### config.mk
export PLATFORM = sky130hd
export DESIGN_NAME = ofm_tiling_scheduler
export DESIGN_NICKNAME = d
export VERILOG_FILES = /design/src/rtl/ofm_tiling_scheduler.sv
export SDC_FILE = /design/constraint.sdc
export NUM_CORES = 1
export LEC_CHECK = 0
export CAP_MARGIN = 20
export CORE_MARGIN = 2
export CORE_UTILIZATION = 40
export CTS_BUF_LIST = sky130_fd_sc_hd__clkbuf_2 sky130_fd_sc_hd__clkbuf_4 sky130_fd_sc_hd__clkbuf_8
export DETAILED_ROUTE_END_ITERATION = 8
export GPL_ROUTABILITY_DRIVEN = 0
export GPL_TIMING_DRIVEN = 0
export SETUP_SLACK_MARGIN = 0.4
export SLEW_MARGIN = 20
export SYNTH_ARGS = -nofsm -noshare
export SYNTH_HDL_FRONTEND = slang
export SYNTH_SLANG_ARGS = --single-unit
### constraint.sdc
create_clock -name clk -period 3 [get_ports clk]
set_input_delay 0.3 -clock clk [delete_from_list [all_inputs] [get_ports clk]]
set_output_delay 0.3 -clock clk [all_outputs]
set_load 0.03 [all_outputs]
### src/rtl/ofm_tiling_scheduler.sv
`default_nettype none
// ============================================================================
// Module      : ofm_tiling_scheduler
// Description : Steps the OFM read-address controller through every tile of
//               one layer. Issues one start pulse per layer and one load pulse
//               per tile. Drives the 1-based tile index and that index modulo
//               the OFM edge size. Detects tile completion from the falling
//               edge of the reader's read_en. Holds each new load until the
//               systolic array reports ready.
// Ports       : clk, rst_n              clock, async active-low reset
//               layer_start, abort      layer control from the layer sequencer
//               num_tiling, ofm_size    layer configuration (latched at start)
//               pe_ready                systolic array can accept a tile
//               rd_en                   read_en from the OFM reader
//               rd_start, rd_load       control pulses to the OFM reader
//               count_tiling,
//               count_tiling_mod_ofm_size  tile index outputs to the reader
//               tile_done, layer_done   completion pulses
//               busy                    scheduler is not idle
// Revision    : 1.0  initial release
// ============================================================================
module ofm_tiling_scheduler #(
    parameter int GAP_CYCLES = 2,
    parameter int TILE_W     = 14
) (
    input  logic              clk,
    input  logic              rst_n,
    input  logic              layer_start,
    input  logic              abort,
    input  logic [TILE_W-1:0] num_tiling,
    input  logic [8:0]        ofm_size,
    input  logic              pe_ready,
    input  logic              rd_en,
    output logic              rd_start,
    output logic              rd_load,
    output logic [TILE_W-1:0] count_tiling,
    output logic [8:0]        count_tiling_mod_ofm_size,
    output logic              tile_done,
    output logic              layer_done,
    output logic              busy
);

    // The gap counter only has to hold GAP_CYCLES-1.
    localparam int c_gap_w = (GAP_CYCLES > 2) ? $clog2(GAP_CYCLES) : 1;
    localparam logic [c_gap_w-1:0] c_gap_load = c_gap_w'(GAP_CYCLES - 1);

    typedef enum logic [2:0] {
        ST_IDLE      = 3'd0,
        ST_INIT      = 3'd1,
        ST_ISSUE     = 3'd2,
        ST_WAIT_RD_HI = 3'd3,
        ST_WAIT_RD_LO = 3'd4,
        ST_GAP       = 3'd5,
        ST_DONE      = 3'd6
    } state_t;

    state_t              state_q, state_d;
    logic [TILE_W-1:0]   num_q, num_d;
    logic [8:0]          ofm_q, ofm_d;
    logic [TILE_W-1:0]   cnt_q, cnt_d;
    logic [8:0]          mod_q, mod_d;
    logic [c_gap_w-1:0]  gap_q, gap_d;
    logic                rd_start_q, rd_start_d;
    logic                rd_load_q, rd_load_d;
    logic                tile_done_q, tile_done_d;
    logic                layer_done_q, layer_done_d;
    logic                busy_q, busy_d;

    always_comb begin
        state_d      = state_q;
        num_d        = num_q;
        ofm_d        = ofm_q;
        cnt_d        = cnt_q;
        mod_d        = mod_q;
        gap_d        = gap_q;
        rd_start_d   = 1'b0;
        rd_load_d    = 1'b0;
        tile_done_d  = 1'b0;
        layer_done_d = 1'b0;

        if (abort) begin
            // Abort wins over everything; counters keep their last values.
            state_d = ST_IDLE;
        end else begin
            case (state_q)
                ST_IDLE: begin
                    if (layer_start) begin
                        num_d      = num_tiling;
                        ofm_d      = ofm_size;
                        cnt_d      = TILE_W'(1);
                        mod_d      = (ofm_size == 9'd1) ? 9'd0 : 9'd1;
                        rd_start_d = 1'b1;
                        state_d    = ST_INIT;
                    end
                end
                ST_INIT: begin
                    state_d = (num_q == '0) ? ST_DONE : ST_ISSUE;
                end
                ST_ISSUE: begin
                    if (pe_ready) begin
                        rd_load_d = 1'b1;
                        state_d   = ST_WAIT_RD_HI;
                    end
                end
                ST_WAIT_RD_HI: begin
                    if (rd_en) begin
                        state_d = ST_WAIT_RD_LO;
                    end
                end
                ST_WAIT_RD_LO: begin
                    // Falling read_en marks the end of the current tile.
                    if (!rd_en) begin
                        tile_done_d = 1'b1;
                        if (cnt_q == num_q) begin
                            state_d = ST_DONE;
                        end else begin
                            cnt_d   = cnt_q + TILE_W'(1);
                            mod_d   = (mod_q == ofm_q - 9'd1) ? 9'd0 : mod_q + 9'd1;
                            gap_d   = c_gap_load;
                            state_d = ST_GAP;
                        end
                    end
                end
                ST_GAP: begin
                    if (gap_q == '0) begin
                        state_d = ST_ISSUE;
                    end else begin
                        gap_d = gap_q - c_gap_w'(1);
                    end
                end
                ST_DONE: begin
                    layer_done_d = 1'b1;
                    state_d      = ST_IDLE;
                end
                default: begin
                    state_d = ST_IDLE;
                end
            endcase
        end

        // Registered so busy tracks the state register exactly.
        busy_d = (state_d != ST_IDLE);
    end

    always_ff @(posedge clk or negedge rst_n) begin
        if (!rst_n) begin
            state_q      <= ST_IDLE;
            num_q        <= '0;
            ofm_q        <= '0;
            cnt_q        <= '0;
            mod_q        <= '0;
            gap_q        <= '0;
            rd_start_q   <= 1'b0;
            rd_load_q    <= 1'b0;
            tile_done_q  <= 1'b0;
            layer_done_q <= 1'b0;
            busy_q       <= 1'b0;
        end else begin
            state_q      <= state_d;
            num_q        <= num_d;
            ofm_q        <= ofm_d;
            cnt_q        <= cnt_d;
            mod_q        <= mod_d;
            gap_q        <= gap_d;
            rd_start_q   <= rd_start_d;
            rd_load_q    <= rd_load_d;
            tile_done_q  <= tile_done_d;
            layer_done_q <= layer_done_d;
            busy_q       <= busy_d;
        end
    end

    assign rd_start                  = rd_start_q;
    assign rd_load                   = rd_load_q;
    assign count_tiling              = cnt_q;
    assign count_tiling_mod_ofm_size = mod_q;
    assign tile_done                 = tile_done_q;
    assign layer_done                = layer_done_q;
    assign busy                      = busy_q;

endmodule
`default_nettype wire

==> metrics.cfg, run 1 <==
[sta]
setup_ws_ps=501
rsz0062_at_grt=true
skew_ps=8.27
max-slew-margin-rel_pct=52.6
worst_pin_slew_ps=710
hold_violations=0
period_share_pct=83.3
setup_viol=0
final_max_slew_viol_count=0
layout_min_cycle_time_ps=2500
setup_tns_ps=0
maxClockFrequency_mhz=400

[floorplan]
die_h_um=91.2
core_area_mm2=0.00729
rows=31
initial_core_util_pct=41.7
die-area_mm2=0.00832
io_pins=57
chipWidth_um=91.2

[logic_synthesis]
synth_top_area_share_pct=45.2
syn_area_mm2=0.00304
ys_seq_area_share_pct=45.2
synth.most_common_cell=nand2_1
synth_edf_count=0
yosys.area.top_type=dfrtp_1
synth_area_leaders=dfrtp_1 (45%), nand2_1 (10%), xor2_1 (6.0%), o31ai_1 (2.5%), a21oi_1 (2.3%)
synth_fp_nets=373
synthFlopType=dfrtp_1
synth-seq-cells=55
yosysWarnings=0
ys_types=49
netlist_top_cells_count=nand2_1 (85), dfrtp_1 (55), xor2_1 (21)
syn_area_per_cell_um2=8.92
syn_inst=341
synth-async-reset-ratio_pct=100

[critical_path]
critPathArrivalTime_ps=2750
crit_chain=or4_4 > or4b_1 > o2111ai_1 > a211oi_4 > buf_12 > o311ai_0 > a21o_1
r2r_slack_ps=500
slowest_delay_ps=570
setup.worst_path.end_class=flip-flop
cp.required_ps=3250
worst-path-max-fanout=9
critPathKind=flip-flop to flip-flop
critPathLaunchType=flip-flop
crit_slowest_cell=or4_4

[clocking]
root_buffer=clkbuf_8
cts.reportedPaths.clkPinSlew_ps=100
clk-insertion-delay-late_ps=300
htree_num_levels=2
clock_sinks=55
cts_buffers=5
tritoncts=yes
clockBufferDepth=2

[power]
p_per_area_mw_per_mm2=554
p_leak_uw=0.00174
ir_worst_vdd_mv=0.313

[place]
dp_cells=495
portBuffers=55
post-place-ws_ps=55.4
place_hpwl_um=5470

[min_path]
min_path_type=input pin to asynchronous set/reset pin

[detailed_routing]
viasPerCell=5.36
wirelength_um=7630
first_iter_violations=167
dr_total_vias=2706
drc=0
routedWlPerCell_um=15.1
postRouteAntennaNets=0
drtPass1Iterations=4

[run_status]
status=finished, final reports clean

[global_route]
grt_remaining_overflow=0
grt_pass1_vias=2516
antenna_found_initial=0
grt_first_pass_wirelength_um=12500
grt_max_degree=56
grt.total_usage_pct=18.4

[cells_and_area]
syn_to_final_growth_pct=28.3
fin_nets=437
drive_above_1_share_pct=7.14
final_cells=505
utilization_pct=53.5
antenna_cells=0

[flow_run]
drv_cap=0

-- cells by family after synthesis --
| family | count (synthesis) | synth area share [%] |
|---|---|---|
| simple gates | 173 | 28.0 |
| compound gates | 59 | 14.5 |
| flops | 55 | 45.2 |
| xor+xnor | 25 | 7.20 |
| buf+inv | 23 | 2.84 |
| mux | 3 | 1.03 |
| fa+ha+maj | 3 | 1.23 |
-- layout make-up --
class	count	area [um^2]
well taps	99	124
clock buffers	6	82.6
repair buffers	57	576
multi-input cells	263	1620
clock inverters	2	35.0
fillers	730	3390
plain buffers	15	60.1
inverters	8	30.0
flip-flops and latches	55	1380
-- sequential cells by signal, summed over array words and instances (netlist names) --
register / cells
count_tiling: 14
num_q: 14
count_tiling_mod_ofm_size: 9
ofm_q: 9
state_q: 3
busy: 1
gap_q: 1
layer_done: 1
rd_load: 1
rd_start: 1
tile_done: 1
-- critical path: cells and delay by family, from the launching register on --
family / cells / cell delay, ps
AO/OA/AOI/OAI: 4 / 710
buffers and inverters: 1 / 160
flip-flops: 1 / 480
AND/OR/NAND/NOR: 2 / 1090
-- layer usage --
layer / GRT usage (%) / wire [um] / up-vias
li1: - / - / 1350
met1: 26.9 / 3750 / 1275
met2: 28.9 / 3450 / 77
met3: 2.74 / 403 / 4
met4: 3.79 / 22 / 0
met5: 0 / 0 / -
-- what timing repair did --
item,in CTS,in global routing
setup buffers,1,1
hold buffers,0,0
setup endpoints to repair,19,21
pin swaps,1,2
hold endpoints to repair,0,0
resized for setup,3,10
-- through the flow --
step	area, um^2	hold WS [ps]	power [uW]
5_1_grt	3900	86.7	2300
3_3_place_gp	3720	512	1610
3_5_place_dp	3710	398	1630
4_1_cts	3870	56.8	2150
2_1_floorplan	3040	4.41	1420
6_report	3900	26.9	2160
-- final timing paths --
| kind | start | cells after the start | end |
|---|---|---|---|
| worst max-delay path | ofm_q[2] | 7 | count_tiling_mod_ofm_size[3] |
| worst min-delay path | rst_n | 1 | count_tiling[6] |
| worst max register to register | ofm_q[2] | 7 | count_tiling_mod_ofm_size[3] |
| worst min register to register | ofm_q[8] | 2 | ofm_q[8] |
| max in group asynchronous | rst_n | 1 | num_q[11] |
| min in group clk | abort | 2 | state_q[2] |
-- where the power goes --
group	total, uW	leakage (uW)	internal [uW]	switching [uW]
Combinational	621	0.000954	284	337
Clock	517	0.0000612	271	246
Sequential	1030	0.000720	864	162
-- cells in the final DEF (no fill, tap or decap), types with 4 or more instances in the layout --
master	synthesis	layout
a21oi_1	14	14
a22o_2	5	5
and3_1	8	8
clkbuf_1	14	11
clkbuf_8	0	6
clkdlybuf4s50_1	0	54
dfrtp_1	55	55
inv_1	7	7
nand2_1	85	85
nand2b_1	7	7
nand3_1	9	9
nand4_1	4	4
nor2_1	16	16
nor3_1	8	8
nor4_1	11	11
nor4b_1	4	4
o21ai_0	6	6
o311ai_0	5	4
o31ai_1	10	10
or4_1	8	8
xnor2_1	4	4
xor2_1	21	20
(Power assumes the default switching activity.)
==> run 2, diff against run 1 <==
==> constraint.sdc (replaced) <==
create_clock -name clk -period 2.5 [get_ports clk]
set_input_delay 0.25 -clock clk [delete_from_list [all_inputs] [get_ports clk]]
set_output_delay 0.25 -clock clk [all_outputs]
set_load 0.03 [all_outputs]
==> run 2 against run 1 <==
  * First-iteration DRC count up 28%
  * Setup slack worse by 440 ps
  * Worst hold slack gained 240 ps
  * Largest power group unchanged
==> metrics.cfg, run 2 (synthesized netlist as in run 1, its figures left out) <==
[cells_and_area]
utilization_pct=55.0  ; +1.4 points
antenna_cells=0  ; unchanged
drive_above_1_share_pct=12.8  ; +5.7 points
layout_common_cells=nand2_1 (85), clkdlybuf4s50_1 (54), dfrtp_1 (44), xor2_1 (20), nor2_1 (16)
fin_nets=445  ; +1.8%
layout_commonest_cell=nand2_1
syn_to_final_growth_pct=31.8

[floorplan]
die-area_mm2=0.00832  ; unchanged
core_area_mm2=0.00729  ; unchanged
rows=31  ; unchanged
chipWidth_um=91.2  ; unchanged
io_pins=57  ; unchanged
initial_core_util_pct=41.7  ; unchanged
die_h_um=91.2  ; unchanged

[critical_path]
r2r-start=ofm_q[0]
crit_slowest_cell=or4_4
crit_path_end=count_tiling_mod_ofm_size[5]
r2r_cells=6  ; -1
r2r_end=count_tiling_mod_ofm_size[5]
setup.worst_path.end_class=flip-flop
worst-path-max-fanout=9  ; unchanged
crit_chain=or4_4 > or4_4 > a211oi_4 > buf_12 > nor2_4 > a221o_1
critPathMostFrequentCell=or4_4
critPathKind=flip-flop to flip-flop
cp.required_ps=2690  ; -560 ps
critPathLaunchType=flip-flop
critPathArrivalTime_ps=2620  ; -130 ps
critPathLaunch=ofm_q[0]
slowest_delay_ps=580  ; about the same
r2r_slack_ps=70  ; -440 ps

[power]
p_per_area_mw_per_mm2=634  ; +14%
ir_worst_vdd_mv=0.270  ; -14%
p_leak_uw=0.00176  ; +1.4%

[sta]
setup_viol=0  ; unchanged
worst_pin_slew_ps=518  ; -193 ps
setup_ws_ps=65.8  ; -435 ps
period_share_pct=97.4  ; +14 points
layout_min_cycle_time_ps=2430  ; -64.8 ps
skew_ps=9.96  ; +1.69 ps
rsz0062_at_grt=true
max-slew-margin-rel_pct=65.5  ; +13 points
final_max_slew_viol_count=0  ; unchanged
maxClockFrequency_mhz=411  ; +2.7%
hold_violations=0  ; unchanged

[run_status]
status=finished, final reports clean

[clocking]
htree_num_levels=2  ; unchanged
clockBufferDepth=2  ; unchanged
root_buffer=clkbuf_8
clock_sinks=55  ; unchanged
tritoncts=yes
cts_buffers=5  ; unchanged
cts.reportedPaths.clkPinSlew_ps=100  ; about the same
clk-insertion-delay-late_ps=310  ; about the same

[place]
portBuffers=55  ; unchanged
place_hpwl_um=5710  ; +4.3%
post-place-ws_ps=-149  ; -204 ps

[min_path]
min_path_type=input pin to asynchronous set/reset pin

[global_route]
grt.total_usage_pct=20.1  ; +1.7 points
grt_pass1_vias=2690  ; +6.9%
grt_first_pass_wirelength_um=13400  ; +6.9%
grt_max_degree=55  ; -1.8%
grt_remaining_overflow=0  ; unchanged
antenna_found_initial=0  ; unchanged

[detailed_routing]
postRouteAntennaNets=0  ; unchanged
dr_total_vias=2754  ; +1.8%
routedWlPerCell_um=15.9  ; +5.3%
first_iter_violations=214  ; +28%
drtPass1Iterations=4  ; unchanged
wirelength_um=8140  ; +6.8%
viasPerCell=5.38  ; +0.38%
drc=0  ; unchanged

[flow_run]
drv_cap=0  ; unchanged

-- run 2: cell count changes in the layout (fill, tap and decap cells not counted), moves of 2 or more --
cell	delta
dfrtp_1	-11
dfrtp_2	+11
buf_4	+6
clkbuf_1	-3
buf_2	+2
buf_6	+2
inv_1	-2
inv_2	+2
-- run 2: layout make-up --
cell class	instances	area, um^2
fill	711	3280
multi-input combinational	263	1640
sequential	55	1390
timing repair buffer	65	658
tap	99	124
clock buffer	6	82.6
buffer	15	76.3
inverter	8	30.0
clock inverter	1	5.00
-- run 2: critical path: cells and delay by family (launching register included) --
kind / cells / cell delay, ps
buf+inv: 1 / 160
compound gates: 2 / 570
simple gates: 3 / 1170
flops: 1 / 420
-- run 2: what timing repair did --
action                                  4_1_cts  5_1_grt
endpoints found under the setup margin       46       46
resized for setup                             3       33
hold endpoints to repair                     55        0
pin swaps                                     3        3
hold buffers                                  1        0
setup buffers                                 6        2
-- run 2: power breakdown --
part,switching [uW],internal [uW]
clock network,290,219
logic,426,371
registers,194,1040
total,910,1630
-- run 2: routing by layer --
layer	vias up	global-route usage [%]	part of all wire [%]
li1	1365	-	-
met1	1316	28.0	48
met2	67	32.5	47
met3	6	4.32	4.5
met4	0	3.79	0.59
met5	-	0	0
-- run 2: stage by stage --
stage / std cells / hold WS (ps) / setup TNS [ps] / cell area (um^2) / total power, uW
after floorplan: 341 / -45.6 / 0 / 3070 / 1720
after global placement: 495 / 507 / -36860 / 3740 / 1960
after detailed placement: 496 / 49.4 / -770 / 3770 / 1980
after CTS: 510 / 253 / 0 / 3930 / 2520
after global routing: 512 / 248 / -21.3 / 4010 / 2710
final: 512 / 268 / 0 / 4010 / 2540
-- run 2: worst min path at each step --
stage                         from  slack [ps]        to
after floorplan              rst_n         -50      busy
after global placement    num_q[0]         510  num_q[0]
after detailed placement     rst_n          50  num_q[7]
after CTS                    rst_n         250  num_q[7]
after global routing         rst_n         250  num_q[7]
final                        rst_n         270  num_q[7]
==> run 3, diff against run 2 <==
--- a/config.mk
+++ b/config.mk
@@ -7,11 +7,12 @@
 export LEC_CHECK = 0
 export CAP_MARGIN = 20
 export CORE_MARGIN = 2
-export CORE_UTILIZATION = 40
+export CORE_UTILIZATION = 43
 export CTS_BUF_LIST = sky130_fd_sc_hd__clkbuf_2 sky130_fd_sc_hd__clkbuf_4 sky130_fd_sc_hd__clkbuf_8
 export DETAILED_ROUTE_END_ITERATION = 8
 export GPL_ROUTABILITY_DRIVEN = 0
 export GPL_TIMING_DRIVEN = 0
+export PLACE_DENSITY = 0.68
 export SETUP_SLACK_MARGIN = 0.4
 export SLEW_MARGIN = 20
 export SYNTH_ARGS = -nofsm -noshare
==> run 3 against run 2 <==
  * The flow now finishes with violations (hold timing)
  * Fmax is 1.7% lower
  * Global-route usage is 1.1 points higher
  * Die area is 6.7% lower
  * Via count is 2.9% higher
  * Clock skew is 3.9 ps lower
  * Non-clock buffer count is 4 higher
  * Clock-buffer cell count stayed put
  * Wire length is 0.27% lower
  * Sequential share of layout area is 0.53 points lower
  * Final cell count is 0.20% higher
  * First-iteration DRC count is 9.3% higher
  * Largest power group unchanged
==> metrics.cfg, run 3 (synthesized netlist as in run 1, its figures left out) <==
[critical_path]
r2r-start=ofm_q[1]
cp.required_ps=2700  ; about the same
critPathArrivalTime_ps=2680  ; +60 ps
r2r_slack_ps=20  ; -40 ps
r2r_cells=7  ; +1
crit_chain=or4_4 > or4_4 > a211oi_4 > buf_4 > buf_12 > nor2_4 > a221o_1
r2r_end=count_tiling_mod_ofm_size[5]
critPathLaunchType=flip-flop
critPathMostFrequentCell=or4_4
slowest_delay_ps=570  ; about the same
critPathKind=flip-flop to flip-flop
worst-path-max-fanout=6  ; -3
setup.worst_path.end_class=flip-flop
crit_slowest_cell=or4_4

[power]
p_leak_uw=0.00179  ; +1.8%
clkPwrFrac_pct=19.4  ; -0.6 points
swShare_pct=36.0  ; +0.16 points
p_per_area_mw_per_mm2=641  ; +1.2%
internal_power_uw=1660  ; +2.1%
switching_power_uw=936  ; +2.8%
ir_worst_vdd_mv=0.276  ; +2.0%
power.sequential.fraction_pct=47.4  ; -1.2 points
p_comb_share_pct=33.2  ; +1.8 points

[detailed_routing]
postRouteAntennaNets=0  ; unchanged
dr_total_vias=2835  ; +2.9%
wirelength_um=8120  ; -0.27%
viasPerCell=5.53  ; +2.7%
drtPass1Iterations=4  ; unchanged
drc=0  ; unchanged
routedWlPerCell_um=15.8  ; -0.46%
first_iter_violations=234  ; +9.3%

[sta]
layout_min_cycle_time_ps=2480  ; +41.0 ps
final_max_slew_viol_count=0  ; unchanged
rsz0062_at_grt=true
worst_pin_slew_ps=693  ; +175 ps
period_share_pct=99.0  ; +1.6 points
maxClockFrequency_mhz=404  ; -1.7%
hold_violations=49  ; +49
setup_viol=0  ; unchanged
setup_tns_ps=0  ; unchanged
skew_ps=6.10  ; -3.86 ps
whs_ps=-17.7  ; -286 ps
max-slew-margin-rel_pct=53.8  ; -12 points

[global_route]
grt_first_pass_wirelength_um=12800  ; -4.2%
antenna_found_initial=0  ; unchanged
grt_remaining_overflow=0  ; unchanged
grt.total_usage_pct=21.2  ; +1.1 points
grt_pass1_vias=2682  ; -0.30%
grt_max_degree=56  ; +1.8%

[cells_and_area]
layout_common_cells=nand2_1 (85), clkdlybuf4s50_1 (54), dfrtp_1 (48), xor2_1 (20), nor2_1 (16)
syn_to_final_growth_pct=33.4
drive_above_1_share_pct=14.1  ; +1.3 points
antenna_cells=0  ; unchanged
fin_nets=449  ; +0.90%
layout_commonest_cell=nand2_1
filler_cell_count=617  ; -13%

[clocking]
cts_buffers=5  ; unchanged
clockBufferDepth=2  ; unchanged
root_buffer=clkbuf_8
tritoncts=yes
clock_sinks=55  ; unchanged
cts.reportedPaths.clkPinSlew_ps=100  ; about the same
htree_num_levels=2  ; unchanged
clk-insertion-delay-late_ps=310  ; about the same

[floorplan]
die-area_mm2=0.00776  ; -6.7%
core_area_mm2=0.00683  ; -6.3%
initial_core_util_pct=44.5  ; +2.8 points
io_pins=57  ; unchanged
die_h_um=88.1  ; -3.4%
chipWidth_um=88.1  ; -3.4%
rows=30  ; -3.2%

[place]
place_hpwl_um=5570  ; -2.4%
portBuffers=55  ; unchanged

[run_status]
failed_checks=hold timing
status=complete, but fails checks

[flow_run]
drv_cap=0  ; unchanged

[min_path]
min_path_type=input pin to asynchronous set/reset pin

[run 3: changes by cell type in the layout (fill, tap and decap cells not counted), sizes merged]
cell	previous run	this run
buf	15	18
clkbuf	16	18
dlygate4sd3	1	0
[run 3: cell type report]
class / count / area [um^2] / area share, %
Timing Repair Buffer: 69 / 686 / 16.9
Buffer: 15 / 72.6 / 1.79
Multi-Input combinational cell: 263 / 1680 / 41.3
Clock buffer: 6 / 82.6 / 2.04
Inverter: 8 / 30.0 / 0.740
Clock inverter: 1 / 5.00 / 0.123
Tap cell: 96 / 120 / 2.96
Sequential cell: 55 / 1390 / 34.1
[run 3: how the worst max path moves through the flow]
stage / from / endpoint / slack [ps] / cells past startpoint
final: ofm_q[1] / count_tiling_mod_ofm_size[5] / 20 / 7
after global routing: ofm_q[0] / count_tiling_mod_ofm_size[5] / -40 / 10
after CTS: ofm_q[1] / count_tiling_mod_ofm_size[5] / 40 / 10
after detailed placement: ofm_q[0] / count_tiling_mod_ofm_size[2] / -160 / 8
after global placement: rst_n / ofm_q[7] / -590 / 1
after floorplan: ofm_q[0] / count_tiling_mod_ofm_size[5] / 120 / 8
[run 3: routing by layer]
layer / track usage (%) / vias up / part of all wire [%]
li1: - / 1368 / -
met1: 28.7 / 1364 / 45
met2: 34.7 / 92 / 48
met3: 4.24 / 11 / 5.8
met4: 5.92 / 0 / 1.2
met5: 0 / - / 0
[run 3: repair_timing]
| action | in CTS | in global routing |
|---|---|---|
| hold buffers | 0 | 0 |
| resized for setup | 12 | 25 |
| pin swaps | 8 | 6 |
| endpoints found under the setup margin | 44 | 46 |
| setup buffers | 9 | 4 |
| cloned | 1 | 0 |
[run 3: power by group through the flow]
stage / clock (uW) / combinational, uW / sequential (uW)
after floorplan: 0 / 489 / 1230
after global placement: 0 / 708 / 1240
after detailed placement: 0 / 732 / 1240
after CTS: 516 / 801 / 1230
after global routing: 546 / 956 / 1250
final: 506 / 863 / 1230
[run 3: stage by stage]
stage	cells	power, uW	worst slack, ps	utilization [%]	instance area, um^2
detailed placement	492	1980	-162	54.7	3740
finish	513	2600	24.8	59.4	4060
CTS	509	2540	37.0	58.0	3970
floorplan	341	1720	122	-	3070
global placement	492	1950	-587	54.8	3740
global route	513	2750	-37.4	59.4	4060
[run 3: critical path: cells and delay by family, from the launching register on]
kind,cells,cell delay (ps)
buffers and inverters,2,260
AND/OR/NAND/NOR,3,1160
AO/OA/AOI/OAI,2,520
flip-flops,1,420
